===== config.mk =====
export PLATFORM = sky130hd
export DESIGN_NAME = load_store_unit
export DESIGN_NICKNAME = d
export VERILOG_FILES = /design/src/rtl/load_store_unit_pkg.sv /design/src/rtl/lsu_byte_lane.sv /design/src/rtl/load_store_unit.sv
export SDC_FILE = /design/constraint.sdc
export NUM_CORES = 1
export LEC_CHECK = 0
export ABC_CLOCK_PERIOD_IN_PS = 5250
export BUFFER_PORTS_ARGS = -buffer_cell sky130_fd_sc_hd__buf_2
export CAP_MARGIN = 25
export CORE_ASPECT_RATIO = 0.75
export CORE_MARGIN = 3
export CORE_UTILIZATION = 25
export DETAILED_ROUTE_END_ITERATION = 10
export HOLD_SLACK_MARGIN = 0.15
export RECOVER_POWER = 100
export SKIP_CTS_REPAIR_TIMING = 1
export SYNTH_ARGS = -nofsm -noshare
export SYNTH_HDL_FRONTEND = slang
export SYNTH_SLANG_ARGS = --single-unit
export TNS_END_PERCENT = 50

===== constraint.sdc =====
create_clock -name clk_i -period 5.25 [get_ports clk_i]
set_input_delay 0.2625 -clock clk_i [delete_from_list [all_inputs] [get_ports clk_i]]
set_output_delay 0.2625 -clock clk_i [all_outputs]
set_load 0.02 [all_outputs]

===== src/rtl/load_store_unit_pkg.sv =====
// -----------------------------------------------------------------------------
// load_store_unit_pkg
// Shared definitions for the load/store unit:
//   - FSM state encodings (LSU_IDLE / LSU_ACCESS / LSU_RESP)
//   - byte-lane count and lane-index width derivations from the data width
//   - default watchdog limit used when LSU_TIMEOUT_EN is defined
// -----------------------------------------------------------------------------
package load_store_unit_pkg;

    localparam logic [1:0] LSU_IDLE   = 2'd0;
    localparam logic [1:0] LSU_ACCESS = 2'd1;
    localparam logic [1:0] LSU_RESP   = 2'd2;

    localparam int LSU_TIMEOUT_DEFAULT = 255;

    // Number of byte lanes on a data bus of the given width.
    function automatic int lsu_lane_count(input int data_w);
        return data_w / 8;
    endfunction

    // Width of a byte-lane index (address low bits selecting the lane).
    function automatic int lsu_lane_idx_w(input int data_w);
        return $clog2(data_w / 8);
    endfunction

endpackage


===== src/rtl/lsu_byte_lane.sv =====
// -----------------------------------------------------------------------------
// lsu_byte_lane
// Purely combinational byte-lane steering for the load/store unit.
//   lane        in   byte-lane index (address low bits)
//   store_byte  in   byte to be stored
//   rdata       in   full-width read data from memory
//   be          out  one-hot byte enable at the lane
//   wdata       out  store byte replicated across every lane
//   load_data   out  little-endian lane select, zero-extended
// Parameter: DATA_W (multiple of 8, minimum 16).
// -----------------------------------------------------------------------------
module lsu_byte_lane
    import load_store_unit_pkg::*;
#(
    parameter int DATA_W = 32
)(
    input  logic [lsu_lane_idx_w(DATA_W)-1:0] lane,
    input  logic [7:0]                        store_byte,
    input  logic [DATA_W-1:0]                 rdata,
    output logic [lsu_lane_count(DATA_W)-1:0] be,
    output logic [DATA_W-1:0]                 wdata,
    output logic [DATA_W-1:0]                 load_data
);

    localparam int NL = lsu_lane_count(DATA_W);
    localparam int LW = lsu_lane_idx_w(DATA_W);

    logic [7:0] sel_byte_s;

    // Decode the lane into a one-hot enable and pick the matching read byte.
    always_comb begin
        be         = {NL{1'b0}};
        sel_byte_s = 8'h00;
        for (int i = 0; i < NL; i++) begin
            if (lane == LW'(i)) begin
                be[i]      = 1'b1;
                sel_byte_s = rdata[i*8 +: 8];
            end else begin
                be[i]      = 1'b0;
            end
        end
    end

    // Replicate the store byte so memory sees it on whichever lane is enabled.
    always_comb begin
        wdata     = {NL{store_byte}};
        load_data = {{(DATA_W-8){1'b0}}, sel_byte_s};
    end

endmodule


===== src/rtl/load_store_unit.sv =====
// -----------------------------------------------------------------------------
// load_store_unit
// Multi-cycle LDR/STR unit (word or byte) for the ARM-subset core. Accepts one
// request at a time, computes the effective address (pre/post index, U-bit
// add/subtract), runs a wait-state-capable memory handshake and returns load
// data plus optional base-register writeback.
//
// Ports:
//   clk_i, reset_i                 clock, asynchronous active-high reset
//   req_valid_i / req_ready_o      request handshake
//   load_i up_i pre_i wb_i byte_i  L/U/P/W/B instruction bits
//   rd_i, base_i, offset_i         Rd index, Rn value, 12-bit immediate
//   store_data_i                   Rd value for stores
//   mem_req_o .. mem_wdata_o       memory request, held stable until ack
//   mem_ack_i, mem_rdata_i         memory completion and read data
//   resp_valid_o .. fault_o        one-cycle completion to writeback stage
//
// Configuration macro: LSU_TIMEOUT_EN enables a watchdog that aborts an access
// after TIMEOUT cycles without ack and reports a fault.
// -----------------------------------------------------------------------------
module load_store_unit
    import load_store_unit_pkg::*;
#(
    parameter int DATA_W  = 32,
    parameter int ADDR_W  = 32,
    parameter int OFF_W   = 12,
    parameter int TIMEOUT = LSU_TIMEOUT_DEFAULT
)(
    input  logic                clk_i,
    input  logic                reset_i,
    input  logic                req_valid_i,
    output logic                req_ready_o,
    input  logic                load_i,
    input  logic                up_i,
    input  logic                pre_i,
    input  logic                wb_i,
    input  logic                byte_i,
    input  logic [3:0]          rd_i,
    input  logic [ADDR_W-1:0]   base_i,
    input  logic [OFF_W-1:0]    offset_i,
    input  logic [DATA_W-1:0]   store_data_i,
    output logic                mem_req_o,
    output logic [ADDR_W-1:0]   mem_addr_o,
    output logic                mem_r_not_w_o,
    output logic [DATA_W/8-1:0] mem_be_o,
    output logic [DATA_W-1:0]   mem_wdata_o,
    input  logic                mem_ack_i,
    input  logic [DATA_W-1:0]   mem_rdata_i,
    output logic                resp_valid_o,
    output logic [3:0]          resp_rd_o,
    output logic [DATA_W-1:0]   load_data_o,
    output logic                load_we_o,
    output logic                base_we_o,
    output logic [ADDR_W-1:0]   base_wb_o,
    output logic                fault_o
);

    localparam int NL = lsu_lane_count(DATA_W);
    localparam int LW = lsu_lane_idx_w(DATA_W);

    // FSM and captured request fields
    logic [1:0]        state_r;
    logic              load_r;
    logic              pre_r;
    logic              wb_r;
    logic              byte_r;
    logic [3:0]        rd_r;
    logic [ADDR_W-1:0] eff_r;
    logic [LW-1:0]     lane_r;

    // Registered outputs
    logic              req_ready_r;
    logic              mem_req_r;
    logic [ADDR_W-1:0] mem_addr_r;
    logic              mem_rnw_r;
    logic [NL-1:0]     mem_be_r;
    logic [DATA_W-1:0] mem_wdata_r;
    logic              resp_valid_r;
    logic [3:0]        resp_rd_r;
    logic [DATA_W-1:0] load_data_r;
    logic              load_we_r;
    logic              base_we_r;
    logic [ADDR_W-1:0] base_wb_r;
    logic              fault_r;

    // Combinational request decode
    logic [ADDR_W-1:0] off_ext_s;
    logic [ADDR_W-1:0] eff_s;
    logic [ADDR_W-1:0] addr_s;
    logic [LW-1:0]     req_lane_s;
    logic              misaligned_s;
    logic [LW-1:0]     bl_lane_s;
    logic [NL-1:0]     bl_be_s;
    logic [DATA_W-1:0] bl_wdata_s;
    logic [DATA_W-1:0] bl_load_s;
    logic              timeout_hit_s;

    // Effective address, issued address and word-alignment check.
    always_comb begin
        off_ext_s = ADDR_W'(offset_i);
        if (up_i) begin
            eff_s = base_i + off_ext_s;
        end else begin
            eff_s = base_i - off_ext_s;
        end
        if (pre_i) begin
            addr_s = eff_s;
        end else begin
            addr_s = base_i;
        end
        req_lane_s   = addr_s[LW-1:0];
        misaligned_s = !byte_i && (req_lane_s != {LW{1'b0}});
    end

    // The lane steering is shared: the incoming address drives it while idle
    // (store enables/data), the captured lane drives it during the access
    // (load byte select).
    always_comb begin
        if (state_r == LSU_IDLE) begin
            bl_lane_s = req_lane_s;
        end else begin
            bl_lane_s = lane_r;
        end
    end

    lsu_byte_lane #(
        .DATA_W (DATA_W)
    ) u_byte_lane (
        .lane       (bl_lane_s),
        .store_byte (store_data_i[7:0]),
        .rdata      (mem_rdata_i),
        .be         (bl_be_s),
        .wdata      (bl_wdata_s),
        .load_data  (bl_load_s)
    );

`ifdef LSU_TIMEOUT_EN
    localparam int CNT_W = (TIMEOUT > 0) ? $clog2(TIMEOUT + 1) : 1;

    logic [CNT_W-1:0] wdog_cnt_r;

    // Watchdog: cleared while idle (so it starts at zero on entry to ACCESS),
    // counts each ACCESS cycle that passes without an ack.
    always_ff @(posedge clk_i or posedge reset_i) begin
        if (reset_i) begin
            wdog_cnt_r <= {CNT_W{1'b0}};
        end else if (state_r == LSU_IDLE) begin
            wdog_cnt_r <= {CNT_W{1'b0}};
        end else if ((state_r == LSU_ACCESS) && !mem_ack_i && !timeout_hit_s) begin
            wdog_cnt_r <= wdog_cnt_r + CNT_W'(1'b1);
        end
    end

    assign timeout_hit_s = (state_r == LSU_ACCESS) && (wdog_cnt_r == CNT_W'(TIMEOUT));
`else
    // TIMEOUT has no role when the watchdog is compiled out.
    logic [31:0] timeout_unused_s;
    assign timeout_unused_s = TIMEOUT;
    assign timeout_hit_s    = 1'b0;
`endif

    // Main FSM: request capture, memory handshake and one-cycle response.
    always_ff @(posedge clk_i or posedge reset_i) begin
        if (reset_i) begin
            state_r      <= LSU_IDLE;
            load_r       <= 1'b0;
            pre_r        <= 1'b0;
            wb_r         <= 1'b0;
            byte_r       <= 1'b0;
            rd_r         <= 4'h0;
            eff_r        <= {ADDR_W{1'b0}};
            lane_r       <= {LW{1'b0}};
            req_ready_r  <= 1'b1;
            mem_req_r    <= 1'b0;
            mem_addr_r   <= {ADDR_W{1'b0}};
            mem_rnw_r    <= 1'b1;
            mem_be_r     <= {NL{1'b0}};
            mem_wdata_r  <= {DATA_W{1'b0}};
            resp_valid_r <= 1'b0;
            resp_rd_r    <= 4'h0;
            load_data_r  <= {DATA_W{1'b0}};
            load_we_r    <= 1'b0;
            base_we_r    <= 1'b0;
            base_wb_r    <= {ADDR_W{1'b0}};
            fault_r      <= 1'b0;
        end else begin
            case (state_r)
                LSU_IDLE: begin
                    if (req_valid_i) begin
                        load_r      <= load_i;
                        pre_r       <= pre_i;
                        wb_r        <= wb_i;
                        byte_r      <= byte_i;
                        rd_r        <= rd_i;
                        eff_r       <= eff_s;
                        lane_r      <= req_lane_s;
                        req_ready_r <= 1'b0;
                        if (misaligned_s) begin
                            // Misaligned word: fault straight away, no bus cycle.
                            state_r      <= LSU_RESP;
                            resp_valid_r <= 1'b1;
                            resp_rd_r    <= rd_i;
                            load_data_r  <= {DATA_W{1'b0}};
                            load_we_r    <= 1'b0;
                            base_we_r    <= 1'b0;
                            base_wb_r    <= eff_s;
                            fault_r      <= 1'b1;
                        end else begin
                            state_r     <= LSU_ACCESS;
                            mem_req_r   <= 1'b1;
                            mem_addr_r  <= addr_s;
                            mem_rnw_r   <= load_i;
                            mem_be_r    <= byte_i ? bl_be_s : {NL{1'b1}};
                            mem_wdata_r <= byte_i ? bl_wdata_s : store_data_i;
                        end
                    end
                end
                LSU_ACCESS: begin
                    if (mem_ack_i) begin
                        state_r      <= LSU_RESP;
                        mem_req_r    <= 1'b0;
                        resp_valid_r <= 1'b1;
                        resp_rd_r    <= rd_r;
                        if (load_r) begin
                            load_data_r <= byte_r ? bl_load_s : mem_rdata_i;
                        end else begin
                            load_data_r <= {DATA_W{1'b0}};
                        end
                        load_we_r    <= load_r;
                        // Post-index always writes back; pre-index only with W.
                        base_we_r    <= !pre_r || wb_r;
                        base_wb_r    <= eff_r;
                        fault_r      <= 1'b0;
                    end else if (timeout_hit_s) begin
                        state_r      <= LSU_RESP;
                        mem_req_r    <= 1'b0;
                        resp_valid_r <= 1'b1;
                        resp_rd_r    <= rd_r;
                        load_data_r  <= {DATA_W{1'b0}};
                        load_we_r    <= 1'b0;
                        base_we_r    <= 1'b0;
                        base_wb_r    <= eff_r;
                        fault_r      <= 1'b1;
                    end
                end
                LSU_RESP: begin
                    state_r      <= LSU_IDLE;
                    req_ready_r  <= 1'b1;
                    resp_valid_r <= 1'b0;
                    load_we_r    <= 1'b0;
                    base_we_r    <= 1'b0;
                    fault_r      <= 1'b0;
                end
                default: begin
                    state_r      <= LSU_IDLE;
                    req_ready_r  <= 1'b1;
                    mem_req_r    <= 1'b0;
                    resp_valid_r <= 1'b0;
                    load_we_r    <= 1'b0;
                    base_we_r    <= 1'b0;
                    fault_r      <= 1'b0;
                end
            endcase
        end
    end

    assign req_ready_o   = req_ready_r;
    assign mem_req_o     = mem_req_r;
    assign mem_addr_o    = mem_addr_r;
    assign mem_r_not_w_o = mem_rnw_r;
    assign mem_be_o      = mem_be_r;
    assign mem_wdata_o   = mem_wdata_r;
    assign resp_valid_o  = resp_valid_r;
    assign resp_rd_o     = resp_rd_r;
    assign load_data_o   = load_data_r;
    assign load_we_o     = load_we_r;
    assign base_we_o     = base_we_r;
    assign base_wb_o     = base_wb_r;
    assign fault_o       = fault_r;

endmodule

==> flow_summary_export.csv <==
group,metric,value,unit
place,io_buffers,263,
grt,grt_pass1_vias,8496,
sta,period_minus_slack,4.31,ns
floorplan,die_h,179,microns
detailed_routing,avgViaCountPerCell,4.78,
synthesis,synthTopCellsByArea,"dfrtp_1 (46%), nand2_1 (8.5%), mux2i_1 (5.1%)",
final_layout,final_cell_mix,"nand2_1 (227), dfrtp_1 (185), clkbuf_1 (153), buf_2 (117), o21ai_0 (93)",
power_and_ir_drop,p_leak,5.90,nW
floorplan,fp-row-count,62,
sta,hold_ws,0.114,ns
detailed_routing,first_pass_iters,7,
place,hpwl,26.2,mm
sta,worstMarginPinSlew,3.55,ns
synthesis,synth_enable_flop_cells,0,
clock_tree,cts.sink_count,187,
synthesis,synth_nets,1237,
floorplan,ios,264,
sta,setup_ws,0.936,ns
grt,antenna_found_initial,0,
sta,final.setup_skew,0.00853,ns
worst_setup_path,cp-end-kind,"flop",
synthesis,seq_area_frac_synth,46.7,%
grt,overflow,0,
sta,setup_viol,0,
worst_setup_path,critPathArrivalTime,4.52,ns
power_and_ir_drop,p_total,6.41,mW
detailed_routing,route.detailed.wl_per_inst,18.7,microns
synthesis,syn_area_per_cell,9.26,sq um
sta,timing.final.crit_share,82.2,%
worst_setup_path,critical_path_class,"input pin to flop",
detailed_routing,dr_total_vias,9079,
worst_setup_path,critPathMaxFanout,8,
clock_tree,cts_tree,"yes",
place,pre_cts_ws,1.01,ns
floorplan,coreArea,38900,sq um
clock_tree,clk_path_buf_depth,2,
final_layout,n_fill_cell,4109,
place,globalplace.congestion,0.859,
grt,grt_max_degree,126,
clock_tree,clk_transition_reported_paths,0.07,ns
synthesis,ys_seq_elements,187,
final_layout,nets,1530,
sta,drv_slew,239,
floorplan,start_util,25.7,%
worst_setup_path,required,5.46,ns
status,violations,"max-capacitance violations, max-slew violations",
grt,grt_usage,16.2,%
synthesis,yosys.area.top_type,"dfrtp_1",
detailed_routing,antenna_left,0,
clock_tree,root_buffer,"clkbuf_16",
sta,setup-tns-final,0,ns
floorplan,fp.dieW,237,microns
floorplan,die-area,42500,sq um
detailed_routing,drtIter0Drc,480,
clock_tree,cts_inserted_buffers,17,
worst_setup_path,crit_path_start_kind,"input pin",
synthesis,ys_types,60,
sta,fmax,232,MHz
clock_tree,h-tree-depth,4,
final_layout,area_growth,27.9,%
power_and_ir_drop,vdd_ir_drop_max,0.342,mV
synthesis,synth_area,10000,sq um
synthesis,synthCells,1082,
flow_run,cap_violations,3,
power_and_ir_drop,power.density,500,nW/um^2
detailed_routing,wirelength,35.5,mm
hold_path,hp-class,"input pin to flop",
final_layout,final_common_cell,"nand2_1",
detailed_routing,drc_errors,0,
synthesis,synth_top_area_share,46.2,%
sta,hold_viol,0,
synthesis,async_flop_share,100,%
sta,rsz0062_at_grt,"no",
clock_tree,worst_skew_pair.late_latency,0.46,ns
status,outcome,"finished with violations",
synthesis,ys.flop_type,"dfrtp_1",
synthesis,ys_warn_count,0,
final_layout,drive_gt1_share,15.6,%
grt,grt_pass1_wl,52.2,mm
sta,slew-limit-headroom,-137,%
final_layout,fin_util,32.9,%
final_layout,diodes,0,
[synth_stat cells (3+ instances only)]
library cell,number
a21oi_1,80
o22a_1,3
nor2b_1,6
mux2i_1,51
xor2_1,17
o21ai_0,87
a21o_1,16
nor3_1,9
buf_2,14
dfrtp_1,185
nand2_1,227
mux4_2,8
o21ai_1,7
a211oi_1,4
nand3_1,41
a31oi_1,24
o21bai_1,4
xnor2_1,21
ha_1,33
mux2_2,32
inv_1,20
nor2_1,74
nand4_1,10
nand2b_1,3
and3_1,11
o21a_1,4
clkbuf_1,48
[cell type report]
type | count | area (sq um) | share of cell area [%]
multi-input cells | 808 | 4960 | 38.7
repair buffers | 339 | 1840 | 14.4
clock buffers | 21 | 470 | 3.67
clock inverters | 10 | 129 | 1.01
inverters | 22 | 86.3 | 0.674
flip-flops and latches | 187 | 4680 | 36.5
well taps | 512 | 641 | 5.00
[worst max-delay path, cell delays in order]
cell and delay, ns:
clkbuf_1 0.13, or3_1 0.40, nor3b_1 0.83, inv_1 0.09
nor2_1 0.13, ha_1 0.23, mux2_2 0.26, ha_1 0.36
a21oi_1 0.18, o21ai_0 0.14, a21oi_1 0.29, o21bai_4 0.15
a221oi_2 0.47, inv_2 0.04, a31oi_1 0.19, xor2_1 0.24
o21ai_0 0.12
[state kept, by name, summed over array words and instances, names as in the netlist, 2 cells and up]
register and flops:
rd_r 4, base_wb_o 32, mem_wdata_o 32, mem_be_o 4
eff_r 32, lane_r 2, state_r 2, mem_addr_o 32
resp_rd_o 4, load_data_o 32
[path summary, 6_finish.rpt]
| check | start | to | slack, ns | depth (start not counted) |
|---|---|---|---|---|
| worst max-delay path | offset_i[3] | eff_r[30]$_DFFE_PP0P_ | 0.94 | 17 |
| worst min-delay path | store_data_i[16] | mem_wdata_o[16]$_DFFE_PP0P_ | 0.11 | 3 |
| worst max register to register | state_r[1]$_DFFE_PP0P_ | eff_r[30]$_DFFE_PP0P_ | 1.49 | 4 |
| worst min register to register | mem_r_not_w_o$_DFFE_PP1P_ | mem_r_not_w_o$_DFFE_PP1P_ | 0.47 | 2 |
| max in group asynchronous | reset_i | mem_addr_o[12]$_DFFE_PP0P_ | 1.45 | 4 |
| min in group asynchronous | reset_i | mem_wdata_o[0]$_DFFE_PP0P_ | 1.55 | 4 |
[power breakdown]
part | switching [mW] | internal, mW | total (mW) | leakage [nW]
sequential | 0.374 | 2.06 | 2.43 | 2.29
combinational | 1.77 | 0.858 | 2.63 | 3.33
clock | 0.603 | 0.746 | 1.35 | 0.285
total | 2.75 | 3.66 | 6.41 | 5.90
[cells by family (layout without fill, tap and decap cells)]
kind of cell | count (synthesis) | count (layout) | synth area share (%)
AND/OR/NAND/NOR | 395 | 395 | 16.8
adder cells (fa/ha/maj) | 34 | 34 | 4.32
buffers and inverters | 87 | 392 | 3.60
XOR/XNOR | 38 | 38 | 3.32
flip-flops | 187 | 187 | 46.7
multiplexers | 91 | 91 | 10.5
AO/OA/AOI/OAI | 250 | 250 | 14.7
[per-stage QoR]
step                instance area (sq um)  cells
finish                              12800   1899
global route                        12800   1899
CTS                                 12500   1841
detailed placement                  11900   1810
global placement                    11900   1810
floorplan                           10000   1082
[routing by layer]
layer	GRT usage (%)	up-vias	routed length, microns
met4	4.94	0	664
met1	21.6	4412	16200
met5	0	-	0
met3	4.07	34	2120
li1	-	4346	-
met2	26.1	287	16500
No activity file was read; power rests on OpenSTA's default activity.
